## src/rtl/seq_magnitude_comparator.sv

```systemverilog
// -----------------------------------------------------------------------------
// seq_magnitude_comparator
//
// Multi-cycle WIDTH-bit magnitude comparator. Operands are latched on start and
// compared CHUNK bits per clock, most significant chunk first. The scan stops
// on the first differing chunk, so latency depends on the data. Both unsigned
// and two's complement compares are supported.
//
// Ports:
//   clk          rising-edge clock
//   rst          synchronous active-high reset
//   start        compare request, accepted in IDLE or DONE
//   signed_mode  1 = two's complement, 0 = unsigned (latched with start)
//   A, B         WIDTH-bit operands (latched with start)
//   busy         high while the chunk scan is running
//   done         one-cycle pulse when the result flags have just been updated
//   A_less_B     registered result flag
//   A_greater_B  registered result flag
//   A_equal_B    registered result flag
// -----------------------------------------------------------------------------
module seq_magnitude_comparator #(
    parameter int WIDTH = 16,
    parameter int CHUNK = 4
) (
    input  logic             clk,
    input  logic             rst,
    input  logic             start,
    input  logic             signed_mode,
    input  logic [WIDTH-1:0] A,
    input  logic [WIDTH-1:0] B,
    output logic             busy,
    output logic             done,
    output logic             A_less_B,
    output logic             A_greater_B,
    output logic             A_equal_B
);

    localparam int NUM_CHUNKS = WIDTH / CHUNK;
    localparam int IDX_W      = (NUM_CHUNKS > 1) ? $clog2(NUM_CHUNKS) : 1;

    localparam logic [IDX_W-1:0] IDX_TOP  = IDX_W'(NUM_CHUNKS - 1);
    localparam logic [WIDTH-1:0] MSB_MASK = WIDTH'(1) << (WIDTH - 1);

    typedef enum logic [1:0] {
        S_IDLE    = 2'd0,
        S_COMPARE = 2'd1,
        S_DONE    = 2'd2
    } state_t;

    state_t state, state_n;

    logic [IDX_W-1:0] idx, idx_n;
    // Result flags packed as {less, greater, equal}.
    logic [2:0]       flags, flags_n;
    logic             load;

    logic [WIDTH-1:0] a_p0, b_p0;
    logic [CHUNK-1:0] chunk_a, chunk_b;

    // Flipping the sign bit maps two's complement order onto unsigned order,
    // so the scan below only ever needs an unsigned chunk compare.
    function automatic logic [WIDTH-1:0] to_unsigned_order(
        input logic [WIDTH-1:0] v,
        input logic             is_signed
    );
        return is_signed ? (v ^ MSB_MASK) : v;
    endfunction

    function automatic logic [CHUNK-1:0] get_chunk(
        input logic [WIDTH-1:0] v,
        input logic [IDX_W-1:0] i
    );
        return v[i*CHUNK +: CHUNK];
    endfunction

    assign chunk_a = get_chunk(a_p0, idx);
    assign chunk_b = get_chunk(b_p0, idx);

    always_comb begin
        state_n = state;
        idx_n   = idx;
        flags_n = flags;
        load    = 1'b0;
        case (state)
            S_IDLE, S_DONE: begin
                if (start) begin
                    load    = 1'b1;
                    idx_n   = IDX_TOP;
                    state_n = S_COMPARE;
                end else begin
                    state_n = S_IDLE;
                end
            end
            S_COMPARE: begin
                if (chunk_a > chunk_b) begin
                    flags_n = 3'b010;
                    state_n = S_DONE;
                end else if (chunk_a < chunk_b) begin
                    flags_n = 3'b100;
                    state_n = S_DONE;
                end else if (idx == '0) begin
                    flags_n = 3'b001;
                    state_n = S_DONE;
                end else begin
                    idx_n = idx - IDX_W'(1);
                end
            end
            default: state_n = S_IDLE;
        endcase
    end

    // Control state: reset clears the FSM, scan index and result flags.
    always_ff @(posedge clk) begin
        if (rst) begin
            state <= S_IDLE;
            idx   <= '0;
            flags <= 3'b000;
        end else begin
            state <= state_n;
            idx   <= idx_n;
            flags <= flags_n;
        end
    end

    // Operand latch: contents only matter once the FSM is in COMPARE.
    always_ff @(posedge clk) begin
        if (load) begin
            a_p0 <= to_unsigned_order(A, signed_mode);
            b_p0 <= to_unsigned_order(B, signed_mode);
        end
    end

    assign busy        = (state == S_COMPARE);
    assign done        = (state == S_DONE);
    assign A_less_B    = flags[2];
    assign A_greater_B = flags[1];
    assign A_equal_B   = flags[0];

endmodule

```

## config.mk

```make
export PLATFORM = sky130hd
export DESIGN_NAME = seq_magnitude_comparator
export DESIGN_NICKNAME = d
export VERILOG_FILES = /design/src/rtl/seq_magnitude_comparator.sv
export SDC_FILE = /design/constraint.sdc
export NUM_CORES = 1
export LEC_CHECK = 0
export ABC_AREA = 1
export ABC_CLOCK_PERIOD_IN_PS = 3730
export CORE_MARGIN = 4
export CORE_UTILIZATION = 50
export CTS_CLUSTER_SIZE = 8
export DETAILED_ROUTE_END_ITERATION = 7
export GPL_TIMING_DRIVEN = 0
export PLACE_DENSITY = 0.81
export SLEW_MARGIN = 20
export SYNTH_ARGS = -nofsm -noshare
export SYNTH_HDL_FRONTEND = slang
export SYNTH_SLANG_ARGS = --single-unit
```

## constraint.sdc

```tcl
create_clock -name clk -period 3.73 [get_ports clk]
set_input_delay 0.5595 -clock clk [delete_from_list [all_inputs] [get_ports clk]]
set_output_delay 0.5595 -clock clk [all_outputs]
set_load 0.005 [all_outputs]
```

==> flow_metrics.py <==
metrics = {
    "run_status": {
        "status": "complete, no violations",
    },
    "worst_setup_path": {
        "worstSetupStartpointType": "flip-flop",
        "cpLargestDelayFamily": "compound AO/OA/AOI/OAI gates",
        "crit_chain": "inv_1, buf_2, a32o_1, ha_1, a21oi_1, nand2_2, nand3_2, nand2_1, inv_1, nor2_1, nor2_1",
        "crit_type": "reg -> reg",
        "cp.depth": 11,
        "critPathCaptureType": "flip-flop",
        "slowest_delay_ns": 0.43,
        "cp_max_fo": 10,
        "crit_buf_inv": 3,
        "rr_worst_depth": 11,
        "crit_path_top_delay_cell": "dfxtp_1",
        "worst_ep_arrival_time_ns": 2.49,
        "cp.required_ns": 4.02,
    },
    "sta": {
        "fmax_ghz": 0.456,
        "worstMarginPinSlew_ns": 0.522,
        "drv_slew": 0,
        "finalCriticalPeriod_ns": 2.19,
        "final.period_utilization_pct": 58.8,
        "hold_viol": 0,
        "whs_ns": 0.470,
        "setup_violations": 0,
        "max_slew_margin_pct": 65.1,
        "fin_skew_ns": 0.00780,
        "grt_setup_unrepaired": "no",
        "fin_tns_setup_ns": 0,
    },
    "cells_and_area": {
        "multiInputGateArea_um2": 454,
        "fin_nets": 225,
        "seqCellArea_um2": 1100,
        "layout_commonest_cell": "clkdlybuf4s50_1",
        "antennaDiodeCount": 0,
        "syn2layout_area_growth_pct": 36.1,
        "fillCellCount": 217,
        "final_cell_mix": "clkdlybuf4s50_1 (40), edfxtp_1 (32), nand2_1 (23)",
        "drive_gt1_share_pct": 11.9,
    },
    "clock_network": {
        "cts_hold_buf": 0,
        "cts_tree": "yes",
        "post-cts-setup-buffer-count": 0,
        "cts_resized": 0,
        "worstSkewPairLatency_ns": 0.35,
        "numCtsBuffers": 5,
        "h-tree-depth": 2,
        "cts_root_buf": "clkbuf_4",
        "clock-sinks": 39,
        "clk_pin_slew_ns": 0.12,
        "cts_buffer_depth": 2,
    },
    "placement": {
        "gp_congestion": 0.856,
        "hpwl_mm": 2.31,
        "port_buffers": 40,
    },
    "power_and_ir_drop": {
        "power.leakage_uw": 0.000832,
        "p_total_uw": 1020,
        "peakVddDrop_mv": 0.368,
        "power_per_cell_area_nw_per_um2": 463,
    },
    "yosys": {
        "netlist_area_um2": 1620,
        "yosys.cell_types.count": 20,
        "synth_area_per_cell_um2": 11.9,
        "ys_seq_area_share_pct": 68.2,
        "ys_warn_count": 0,
        "synthesis.nets": 177,
        "netlist_instances": 136,
        "ys_ff_latch": 39,
    },
    "drt": {
        "drt_iter0_markers": 53,
        "routed_wl_mm": 3.11,
        "first_pass_iters": 4,
        "drtAntennaViolNets": 0,
        "via_count": 1177,
        "viasPerCell": 5.14,
        "wire_per_inst_um": 13.6,
        "drc_errors": 0,
    },
    "global_routing": {
        "grt_overflow": 0,
        "antenna_found_initial": 0,
        "grt_pass1_vias": 1134,
        "grt_pass1_wl_mm": 5.10,
        "grt_max_degree": 19,
        "grt_usage_pct": 16.7,
    },
    "floorplan": {
        "chipWidth_um": 64.8,
        "ioPinCount": 41,
        "dieHeight_um": 64.8,
        "dieArea_um2": 4200,
        "start_util_pct": 52.5,
        "core_um2": 3080,
        "num_rows": 20,
    },
    "min_path": {
        "whs_path_depth": 2,
        "hold_class": "reg -> reg",
    },
    "job": {
        "cap_violations": 0,
    },
}
-- registers in the layout, summed over array words and instances (netlist names) --
register and count:
a_p0 16, b_p0 16, flags 3, idx 2
state 2
-- cells in the mapped netlist --
cell	n	area share [%]
edfxtp_1	32	59
inv_1	9	2.1
a21oi_1	8	2.5
ha_1	5	3.9
nand4_1	1	0.39
xor2_1	2	1.1
nand3_1	2	0.62
dfxtp_1	7	8.7
nand2_1	23	5.3
clkinv_2	1	0.31
nand2_2	4	1.5
nor2_4	1	0.70
inv_2	1	0.23
buf_2	2	0.62
buf_4	2	0.93
nor2_1	18	4.2
o22ai_1	4	1.5
a32o_1	4	2.5
nand3_2	1	0.62
o21ai_0	9	2.8
-- path summary, 6_finish.rpt --
path	startpoint	slack, ns	endpoint
worst min-delay path	flags[1]$_SDFFE_PP0P_	0.47	flags[1]$_SDFFE_PP0P_
worst max-delay path	idx[1]$_SDFFE_PP0P_	1.54	idx[1]$_SDFFE_PP0P_
worst min register to register	flags[1]$_SDFFE_PP0P_	0.47	flags[1]$_SDFFE_PP0P_
worst max register to register	idx[1]$_SDFFE_PP0P_	1.54	idx[1]$_SDFFE_PP0P_
-- worst min-delay path: stages (launching register included) --
cell and delay, ns:
dfxtp_1 0.33, nand2_1 0.06, a21oi_1 0.05
-- cell families (layout without fill, tap and decap cells) --
logic type / after synthesis / after routing / share of synthesized area [%]
xor+xnor: 2 / 2 / 1.08
buf+inv: 15 / 64 / 4.18
fa+ha+maj: 5 / 5 / 3.87
compound gates: 25 / 25 / 9.29
simple gates: 50 / 50 / 13.4
flops: 39 / 39 / 68.2
-- layer usage --
metal	vias to the layer above	part of all wire, %	global-route usage (%)
met3	7	8.0	7.28
li1	571	-	-
met4	0	1.9	6.60
met1	543	38	17.1
met2	56	52	29.5
met5	-	0	0
-- through the flow --
step	setup slack (ns)	cells	util, %	instance area, um^2
final	1.54	229	71.4	2200
after floorplan	1.17	136	-	1620
after global placement	0.207	220	67.3	2070
after global routing	1.32	229	71.4	2200
after detailed placement	1.59	221	68.0	2090
after CTS	1.52	229	71.4	2200
-- area by class of cell --
class / count / area share (%)
buffer: 4 / 1.14
clock buffer: 5 / 1.71
sequential: 39 / 50.1
clock inverter: 3 / 3.07
tap: 44 / 2.50
multi-input combinational: 82 / 20.7
inverter: 11 / 1.94
timing repair buffer: 41 / 18.9
-- power breakdown --
group	leakage (uW)	switching [uW]	internal (uW)
clock network	0.0000514	139	208
logic	0.000415	80.9	79.7
registers	0.000366	9.10	501
total	0.000832	229	789
Note: power is estimated with default switching activity, not from simulation.
